===== config.mk =====
export PLATFORM = sky130hd
export DESIGN_NAME = lzd64_seq
export DESIGN_NICKNAME = d
export VERILOG_FILES = /design/src/rtl/lzd64_seq.sv
export SDC_FILE = /design/constraint.sdc
export NUM_CORES = 1
export LEC_CHECK = 0
export ABC_AREA = 1
export BUFFER_PORTS_ARGS = -buffer_cell sky130_fd_sc_hd__buf_2
export CORE_MARGIN = 2
export CORE_UTILIZATION = 50
export CTS_BUF_LIST = sky130_fd_sc_hd__clkbuf_2
export CTS_CLUSTER_DIAMETER = 50
export DETAILED_ROUTE_END_ITERATION = 12
export GPL_TIMING_DRIVEN = 0
export PLACE_DENSITY_LB_ADDON = 0.05
export SLEW_MARGIN = 20
export SYNTH_ARGS = -nofsm -noshare
export SYNTH_HDL_FRONTEND = slang
export SYNTH_HIERARCHICAL = 1
export SYNTH_SLANG_ARGS = --single-unit

===== constraint.sdc =====
create_clock -name clk -period 3.4 [get_ports clk]
set_input_delay 0.34 -clock clk [delete_from_list [all_inputs] [get_ports clk]]
set_output_delay 0.34 -clock clk [all_outputs]
set_load 0.05 [all_outputs]

===== src/rtl/lzd64_seq.sv =====
// lzd64_seq: sequential 64-bit leading-zero detector.
//
// One 32-bit leading-zero unit (lzd_32bits) is time-shared between the upper
// and lower halves of a registered operand. The upper half is examined first;
// the lower half is only examined when the upper half is all zeros, so the
// result appears two cycles after accept for a nonzero upper half and three
// cycles otherwise. Handshakes are valid/ready on both sides, and the block
// holds at most one operation at a time.
//
// Optional feature: define LZD64_SEQ_NORM_EN to add the out_norm port, which
// carries the operand left-shifted by the leading-zero count (0 for an
// all-zero operand). Without the macro there is no out_norm port and no
// shifter.

// Leading-zero count of a 32-bit word. p is meaningful only when v=1.
module lzd_32bits (
  input  logic [31:0] a,
  output logic [4:0]  p,
  output logic        v
);

  // Scan from LSB to MSB so the highest set bit writes p last and wins.
  always_comb begin
    // NOTE: assigning a default before any conditional write keeps this
    // block purely combinational; without it a latch would be inferred.
    p = '0;
    for (int i = 0; i < 32; i++) begin
      if (a[i]) begin
        // NOTE: blocking '=' inside always_comb so later loop iterations see
        // and override earlier ones; sequential blocks use '<=' instead.
        p = 5'(31 - i);
      end
    end
  end

  assign v = |a;

endmodule

module lzd64_seq (
  input  logic        clk,
  input  logic        rst_n,
  input  logic        flush,
  input  logic        in_valid,
  output logic        in_ready,
  input  logic [63:0] in_src,
  output logic        out_valid,
  input  logic        out_ready,
  output logic [6:0]  out_cnt,
  output logic        out_zero,
  output logic        busy
`ifdef LZD64_SEQ_NORM_EN
  ,
  output logic [63:0] out_norm
`endif
);

  localparam logic [1:0] S_IDLE = 2'd0;
  localparam logic [1:0] S_HI   = 2'd1;
  localparam logic [1:0] S_LO   = 2'd2;
  localparam logic [1:0] S_DONE = 2'd3;

  logic [1:0]  state_q,   state_d;
  logic [63:0] operand_q, operand_d;
  logic [6:0]  cnt_q,     cnt_d;
  logic        zero_q,    zero_d;

  logic [31:0] lzd_in;
  logic [4:0]  lzd_p;
  logic        lzd_v;
  logic        accept;

  // The single shared unit: upper half in IDLE/HI/DONE, lower half in LO.
  assign lzd_in = (state_q == S_LO) ? operand_q[31:0] : operand_q[63:32];

  lzd_32bits u_lzd (
    .a (lzd_in),
    .p (lzd_p),
    .v (lzd_v)
  );

  // Flush blocks acceptance so in_valid is ignored while it is asserted.
  assign in_ready  = (state_q == S_IDLE) && !flush;
  assign accept    = in_valid && in_ready;
  assign out_valid = (state_q == S_DONE);
  assign busy      = (state_q != S_IDLE);
  assign out_cnt   = cnt_q;
  assign out_zero  = zero_q;

  // Next-state and datapath: flush overrides every transition; results are
  // captured into registers so the LZD never drives the outputs directly.
  always_comb begin
    state_d   = state_q;
    operand_d = operand_q;
    cnt_d     = cnt_q;
    zero_d    = zero_q;

    if (flush) begin
      state_d = S_IDLE;
    end else begin
      case (state_q)
        S_IDLE: begin
          if (accept) begin
            operand_d = in_src;
            state_d   = S_HI;
          end
        end
        S_HI: begin
          if (lzd_v) begin
            cnt_d   = {2'b00, lzd_p};
            zero_d  = 1'b0;
            state_d = S_DONE;
          end else begin
            state_d = S_LO;
          end
        end
        S_LO: begin
          if (lzd_v) begin
            cnt_d  = 7'd32 + {2'b00, lzd_p};
            zero_d = 1'b0;
          end else begin
            cnt_d  = 7'd64;
            zero_d = 1'b1;
          end
          state_d = S_DONE;
        end
        S_DONE: begin
          if (out_ready) begin
            state_d = S_IDLE;
          end
        end
        default: begin
          state_d = S_IDLE;
        end
      endcase
    end
  end

  // State and result registers; reset discards any operation in flight.
  always_ff @(posedge clk or negedge rst_n) begin
    if (!rst_n) begin
      state_q   <= S_IDLE;
      operand_q <= '0;
      cnt_q     <= '0;
      zero_q    <= 1'b0;
    end else begin
      state_q   <= state_d;
      operand_q <= operand_d;
      cnt_q     <= cnt_d;
      zero_q    <= zero_d;
    end
  end

`ifdef LZD64_SEQ_NORM_EN
  logic [63:0] norm_q, norm_d;
  logic        enter_done;

  assign enter_done = (state_d == S_DONE) && (state_q != S_DONE);

  // Normalized operand captured alongside the count; a shift by 64 yields 0.
  always_comb begin
    norm_d = norm_q;
    if (enter_done) begin
      norm_d = operand_q << cnt_d;
    end
  end

  // Normalized-operand register, held with out_cnt until the next result.
  always_ff @(posedge clk or negedge rst_n) begin
    if (!rst_n) begin
      norm_q <= '0;
    end else begin
      norm_q <= norm_d;
    end
  end

  assign out_norm = norm_q;
`endif

endmodule


; Word level (Yosys, flattened, before mapping)
; Cells that the tools add are included.
[op_classes]
n_lt_le_gt_ge = 0
bitwise_logic = 1
n_eq_ne = 6
muxes = 44
n_reduce_logical = 10
addsub = 1
n_shift = 0
div = 0
multipliers = 0
[op_table]
columns = operator, count
row1 = 5-bit two-way mux, 32
row2 = 32-bit two-way mux, 1
row3 = 32-bit OR reduction, 1
row4 = 7-bit two-way mux, 2
row5 = 7-bit case mux with 2 select lines, 1
row6 = 2-bit case mux with 4 select lines, 1
row7 = "6-bit by 5-bit adder with 7-bit output, first input constant", 1
row8 = 2-bit two-way mux, 3
row9 = 3-bit AND reduction, 2
row10 = "2-bit == test, second input constant", 2
row11 = 2-bit nonzero test, 2
row12 = 1-bit two-way mux, 3
row13 = "3-bit by 2-bit != test with 1-bit output, second input constant", 1
row14 = "3-bit != test, second input constant", 1
row15 = "2-bit by 1-bit == test with 1-bit output, second input constant", 1
row16 = 1-bit logical AND, 2
row17 = 2-bit logical NOT, 1
row18 = "2-bit != test, second input constant", 1
row19 = 1-bit case mux with 2 select lines, 1
row20 = 2-bit AND reduction, 1
row21 = 1-bit logical NOT, 1
row22 = 1-bit inverter, 1
[word_totals]
ff_bits = 74
ramBits = 0
latch_bits = 0
mem_bits_ro = 0
elab_cells = 66
n_memories = 0
inputBits = 69

; Logic depth before layout (Yosys ltp)
; Gate-level depths: netlist of the first run.
[logic_depth]
depth_word = 37
depth_mapped = 40

; Hierarchy
; The synthesis of the first run kept the hierarchy.
[by_module_without_submodules]
columns = mod, area_each_um2, cells_per_inst, instances, seq_area_each_um2
row1 = lzd64_seq, 3393.3, 436, 1, 1826.8
row2 = lzd_32bits, 470.5, 107, 1, 0.0

; Least setup slack after synthesis of the first run
; Ideal clock, no wire load.
[synth_timing]
path_kind = reg2reg
startpoint = register state_q[0]
endpoint = register cnt_q[0], in the netlist out_cnt[0]
synth_period_minus_slack_ns = 2.794
stages_incl_launch_ff = 40
setup_time_ns = 0.066
n_path_buf = 2
arrival_time_ns = 2.728
required_ns = 3.334
path_slack_ns = 0.606
cell_sequence = dfrtp_1 inv_1 ha_1 buf_2 inv_1 clkbuf_1 nand2_1 nand2_1 inv_2 nand2_1 nand2_1 nand2_1 nand2_1 nand2_1 nand2_1 nand2_1 nand2_1 nand2_1 (+4 left out) nand2_1 nand2_1 nand2_1 nand2_1 nand2_1 nand2_1 nand2_1 nand2_1 nand2_1 nand2_1 nand2_1 nand2_1 nand2_1 nand2_1 nand2_1 a21oi_2 nand2_1 nand2_1
[synth_via]
word_cells_on_any_way = 43
cone_classes = add/sub (1) / eq/ne (3) / mux (36) / reduce/logical (3)
[synth_lines]
columns = item, line_no
row1 = start: declaration, 63  ; logic [1:0] state_q, state_d;
row2 = start signal: assignment, 147  ; state_q <= state_d;
row3 = 2-bit == test (*), 74  ; assign lzd_in = (state_q == S_LO) ? operand_q[31:0] : operand_q[63:32];
row4 = 32-bit two-way mux (*), 74
row5 = net lzd_in[2], 68  ; logic [31:0] lzd_in;
row6 = 5-bit two-way mux (*) (30 in a row), 28  ; if (a[i]) begin
row7 = net lzd_p[0], 69  ; logic [4:0] lzd_p;
row8 = 6-bit by 5-bit adder with 7-bit output, 119  ; cnt_d = 7'd32 + {2'b00, lzd_p};
row9 = 7-bit two-way mux, 118  ; if (lzd_v) begin
row10 = 7-bit case mux with 2 select lines (*), 101  ; case (state_q)
row11 = end signal: assignment, 149  ; cnt_q <= cnt_d;
row12 = end: declaration, 65  ; logic [6:0] cnt_q, cnt_d;
; The timed path passes the listed nets; every way through them passes the cells marked *. The select of a mux whose other input is x is not followed.
; A chain may end at the register's enable or synchronous reset.

; Worst setup path after layout of the first run
[layout_timing]
startpoint = register state_q[0]
endpoint = register cnt_q[0], in the netlist out_cnt[0]
[layout_via]
word_cells_on_any_way = 43
cone_classes = add/sub (1) / eq/ne (3) / mux (36) / reduce/logical (3)
[layout_lines]
columns = item, line_no
row1 = 2-bit == test (*), 74
row2 = 32-bit two-way mux (*), 74
row3 = net lzd_in[1], 68
row4 = 5-bit two-way mux (*) (31 in a row), 28
row5 = net lzd_p[0], 69
row6 = 6-bit by 5-bit adder with 7-bit output, 119
row7 = 7-bit two-way mux, 118
row8 = 7-bit case mux with 2 select lines (*), 101
; Marks and branches as above.

==> impl_results.md, run 1 <==
- Number of global-route vias before repair: 3,388
- Initial core utilization: about half
- Clock Sinks: 73
- First-pass iteration count of the detailed router: 5
- Wire per inst: 12.42 um
- Final hold slack: 44.41 ps
- Placed insts: 724
- Power Density: 869.4 nW/um^2
- Port Buffers: 78
- Max Freq: around 330 MHz
- Max transition margin: 66.41%
- Via count: 3,584
- CP endpoint kind: flop
- Die area: around 8400 um^2
- Remaining DRCs: 0
- Overflow after GRT: 0
- Mapped Nets: approximately 620
- Dpl hpwl: around 6.7 mm
- Cells after Synth: between 500 and 600
- Worst R2R Start: state_q[0]
- Crit-path most repeated cell: nand2_1
- Post-route antenna net violation count: 0
- Final hold violations: 0
- IR drop worst, VDD: 357.1 uV
- WL final: 9.254 mm
- Pre-CTS setup slack: -8.088 ps
- Critical Path AT: 3470 ps
- Placed cell area: approximately 4400 um^2
- I/O pin total: 80
- TNS Setup: 0 ps
- Status: complete, no violations
- Final setup fails: 0
- Layout Nets: 711
- Layout area overhead: 18.39%
- H-tree levels: 3
- Worst-Margin Slew: 503.9 ps
- DIE WIDTH: 91.91 um
- Synthesized area per cell: between 7 and 8 um^2
- GRT Total Usage: 23.31%
- CTS tree: done
- Fin area: 4574 um^2
- FF-to-FF End: out_cnt[0]
- Setup crit start kind: flop
- Layout cells sized above 1: 20.06%
- Worst-path clk slew: between 200 and 250 ps
- Chip height: between 90 and 100 um
- Worst Reg-to-Reg Cells: 39
- Critical path class: reg -> reg
- Post-synth cell types: 28
- Register area share after synthesis: 47.28%
- Drt initial violations: 208
- CTS Buf Count: 9
- Max Cap Viol: 0
- R2R Setup Slk: 370 ps
- Vias per Instance: 4.811
- CP startpoint: state_q[0]
- Final Util: 60.13%
- RSZ-0062 raised after global routing: no
- GR peak layer: met2
- Crit-path max FO: 7
- Largest net degree at the start of global routing: 46
- Critical path's slowest cell: dfrtp_1
- Final WS setup: 371.1 ps
- Min-delay worst type: in -> reg
- Core area: about 7600 um^2
- Met1 GRT Util: 33.55%
- Clk Latency, worst-skew pair: 500 ps
- GP Congestion: 0.8792
- Leakage power total: 2.681 nW
- Tmin final: 3029 ps
- Yosys warns: 6
- #FFs+latches synth: 73
- Global-route wire length before repair: 15.66 mm
- Met2 Use GR: 36.52%
- Non-Filler Instances: 745
- Final Cycle Share: between 80 and 90%
- Hold path cells: 3
- Fin. max-slew vios: 0
- Setup crit end: out_cnt[0]
- Root Buffer: clkbuf_2
- Power, Total: 3.977 mW
- GRT met3 Usage: 3.040%
- Post-Syn Area: 3864 um^2
- CP max stage delay: 450 ps
- Row Count: 32
- Skew final: 18.80 ps
- Number of diodes: 0
- CTS Buffer Depth: 2
- WP data required: 3850 ps
- Initial antenna violation count: 0
==> logic make-up (layout without fill, tap and decap cells) <==
| group | Yosys count | after routing | share of synthesized area [%] |
|---|---|---|---|
| and+or+nand+nor | 376 | 376 | 39.44 |
| adders and majority gates | 4 | 4 | 1.295 |
| AOI/OAI and AO/OA | 20 | 20 | 3.077 |
| DFF | 73 | 73 | 47.28 |
| buffers and inverters | 70 | 170 | 8.905 |
==> timing repair <==
action                                  4_1_cts  5_1_grt
endpoints found under the setup margin        1        7
buffers inserted                              0        4
gates resized for setup                       1       10
hold endpoints to repair                     28        0
cloned                                        0        1
pin swaps                                     0        0
hold buffers                                  1        0
==> cell type report <==
cell class                      instances  area [um^2]
Tap cell                              102        127.6
Inverter                               42        188.9
Timing Repair Buffer                   84        460.4
Sequential cell                        73         1827
Fill cell                             763         3033
Clock buffer                            9        45.04
Multi-Input combinational cell        400         1693
Clock inverter                          7        61.31
Buffer                                 27        166.4
Timing Repair inverter                  1        5.005
==> layout by cell type (no fill, tap or decap), types with 7 or more instances in the layout <==
cell type  count
nand3_1       66
buf_4          7
clkbuf_2      10
nor2_1        19
clkbuf_1       8
buf_2         86
dfrtp_1       73
inv_1         33
nand2_1      284
==> power by group <==
group          switching, mW  leakage (nW)  internal (mW)
Combinational           1.27          1.70          0.713
Clock                  0.314        0.0689          0.162
Sequential             0.230         0.909           1.28
==> sequential cells by signal (all words and copies together) (netlist names) <==
register,count
out_cnt,7
operand_q,64
state_q,2
==> worst min-delay path by stage <==
stage                     startpoint             to  slack (ps)
after global placement    out_cnt[4]     out_cnt[4]         450
final                      in_src[5]   operand_q[5]          40
after CTS                  in_src[5]   operand_q[5]           5
after detailed placement       rst_n  operand_q[14]         310
after floorplan                rst_n   operand_q[0]          40
after global routing       in_src[5]   operand_q[5]          20
==> worst max-delay path, delay by kind of cell, from the launching register on <==
kind | cells | cell delay (ps)
and+or+nand+nor | 33 | 1770
DFF | 1 | 450
buffers and inverters | 4 | 430
adders and majority gates | 1 | 180
AOI/OAI and AO/OA | 1 | 140
==> Yosys cell counts (all sizes together) <==
library cell / instances / area (um^2)
a311oi: 1 / 8.760
nor4: 2 / 12.51
a31oi: 1 / 6.260
o31ai: 1 / 7.510
inv: 40 / 150.2
nor3: 2 / 10.01
bufinv: 2 / 35.03
clkbuf: 11 / 41.29
ha: 4 / 50.05
nand3: 66 / 330.3
a21boi: 1 / 7.510
o21ai: 7 / 35.03
dfrtp: 73 / 1827
o21bai: 1 / 7.510
a21oi: 7 / 38.79
nor2: 20 / 91.34
nand3b: 1 / 7.510
nand2: 285 / 1072
a211oi: 1 / 7.510
buf: 17 / 117.6
==> per-layer routing <==
metal | up-vias | wire (um)
met5 | - | 0
li1 | 1869 | -
met2 | 88 | 4108
met4 | 0 | 158
met3 | 15 | 419
met1 | 1612 | 4568
No activity file was read; power rests on OpenSTA's default activity.
==> inputs of run 2 (changes only) <==
--- a/config.mk
+++ b/config.mk
@@ -14,6 +14,7 @@
 export DETAILED_ROUTE_END_ITERATION = 12
 export GPL_TIMING_DRIVEN = 0
 export PLACE_DENSITY_LB_ADDON = 0.05
+export REMOVE_ABC_BUFFERS = 1
 export SLEW_MARGIN = 20
 export SYNTH_ARGS = -nofsm -noshare
 export SYNTH_HDL_FRONTEND = slang
==> impl_results.md, run 2 (synthesized netlist as in run 1, its figures left out) <==
- Remaining DRCs: 0
- Placed cell area: 4265 um^2
- I/O pin total: 80
- Worst-path clk slew: 210 ps
- Dpl hpwl: 5.248 mm
- Critical path's slowest cell: dfrtp_1
- Layout area overhead: 14.83%
- WP data required: between 3000 and 4000 ps
- Max transition margin: 44.00%
- Overflow after GRT: 0
- Number of global-route vias before repair: ~3,400
- Global-route wire length before repair: 15.15 mm
- Status: complete, no violations
- CTS Buf Count: 9
- GRT Total Usage: 22.29%
- Crit-path most repeated cell: nand2_1
- Commonest non-fill, non-tap cell in the layout: nand2_1
- RSZ-0062 raised after global routing: no
- H-tree levels: 3
- Critical Path AT: approximately 3400 ps
- Final hold violations: 0
- Final Util: 58.32%
- Root Buffer: clkbuf_2
- Fin area: 4437 um^2
- Leakage power total: 2.593 nW
- Reg with most FFs: operand_q
- Min-delay worst type: in -> reg
- Hold path start: in_src[0]
- Row Count: 32
- Crit path max-delay family: simple AND/OR/NAND/NOR gates
- CP max stage delay: around 470 ps
- Skew final: 34.16 ps
- Layout cells sized above 1: 18.26%
- CTS tree: done
- Initial core utilization: 50.79%
- Hold path cells: 3
- Post-route antenna net violation count: 0
- Drt initial violations: ~130
- R2R Setup Slk: 470 ps
- Fin. max-slew vios: 0
- IR drop worst, VDD: 335.1 uV
- CTS Buffer Depth: 2
- Worst-Margin Slew: 840.0 ps
- Max reg flops: 64
- Max Freq: 340.9 MHz
- Crit path buffers/inverters: 4
- Hold Path Sink: operand_q[0]
- Crit-path max FO: 12
- Via count: around 3,500
- First-pass iteration count of the detailed router: 5
- GP Congestion: 0.7745
- Core area: 7607 um^2
- Clk Latency, worst-skew pair: just under 500 ps
- Port Buffers: 79
- Power Density: 860.2 nW/um^2
- Final hold slack: 53.93 ps
- Tmin final: 2934 ps
- Final Cycle Share: between 80% and 90%
- Number of diodes: 0
- Final setup fails: 0
- Initial antenna violation count: 0
- WL final: just under 9 mm
- FF-to-FF End: out_cnt[0]
- Vias per Instance: approximately 4.8
- Chip height: roughly 92 um
- Die area: between 8000 and 9000 um^2
- Most frequent cells in the layout: 284 x nand2_1, 77 x buf_2, 73 x dfrtp_1, 66 x nand3_1, 33 x inv_1
- Largest net degree at the start of global routing: 67
- DIE WIDTH: 91.91 um
- Worst Reg-to-Reg Cells: 39
- Max Cap Viol: 0
- Setup crit start kind: flop
- Wire per inst: 12.02 um
- # fillers: 800
- Clock Sinks: 73
- Layout Nets: 688
- CP endpoint kind: flop
- Critical path class: reg -> reg
- Worst R2R Start: state_q[0]
- CP Depth: 39
==> run 2: cell types whose count changed in the layout (fill, tap and decap cells not counted), sizes merged <==
| cell | change |
|---|---|
| buf | -14 |
| bufinv | -1 |
| clkbuf | -8 |
| clkinv | -1 |
==> run 2: repair_timing <==
action	4_1_cts	5_1_grt
hold buffers	1	0
setup endpoints to repair	8	7
gates resized for setup	3	1
hold endpoints to repair	26	0
gates cloned	1	0
buffers inserted	3	4
==> run 2: worst min-delay path, stage by stage <==
cell and delay (ps):
buf_2 80, nand3_1 60, nand2_1 60
==> run 2: worst max-delay path by stage <==
stage,from,end
floorplan,state_q[0],out_cnt[0]
global placement,state_q[0],out_cnt[0]
detailed placement,state_q[0],out_cnt[0]
CTS,state_q[0],out_cnt[0]
global route,state_q[0],out_cnt[0]
finish,state_q[0],out_cnt[0]
==> run 2: area by class of cell <==
class	instances	area, um^2	area share, %
clock buffer	10	50.05	1.128
clock inverter	5	23.77	0.5358
inverter	42	188.9	4.258
multi-input combinational	400	1710	38.55
sequential	73	1827	41.17
tap	102	127.6	2.876
timing repair buffer	88	501.7	11.31
timing repair inverter	1	7.507	0.1692
==> run 2: through the flow <==
| stage | std cells | worst slack, ps | TNS (ps) | total power, mW |
|---|---|---|---|---|
| after floorplan | 515 | -88.59 | -88.59 | 2.919 |
| after global placement | 696 | -1348 | -9497 | 3.332 |
| after detailed placement | 697 | -652.6 | -3871 | 3.387 |
| after CTS | 717 | 4.552 | 0 | 3.811 |
| after global routing | 721 | 17.75 | 0 | 4.259 |
| final | 721 | 466.3 | 0 | 3.817 |
==> run 2: where the power goes <==
group          total, mW  switching (mW)  internal [mW]  leakage, nW
Combinational       1.93            1.25          0.676         1.63
Clock              0.384           0.297         0.0872       0.0503
Sequential          1.50           0.222           1.28        0.909
==> run 2: metal layers <==
metal,part of all wire (%),global-route usage (%),vias to the layer above
li1,-,-,1817
met1,50,30.06,1574
met2,44,37.13,76
met3,3.8,2.958,11
met4,1.5,7.836,0
met5,0,0,-
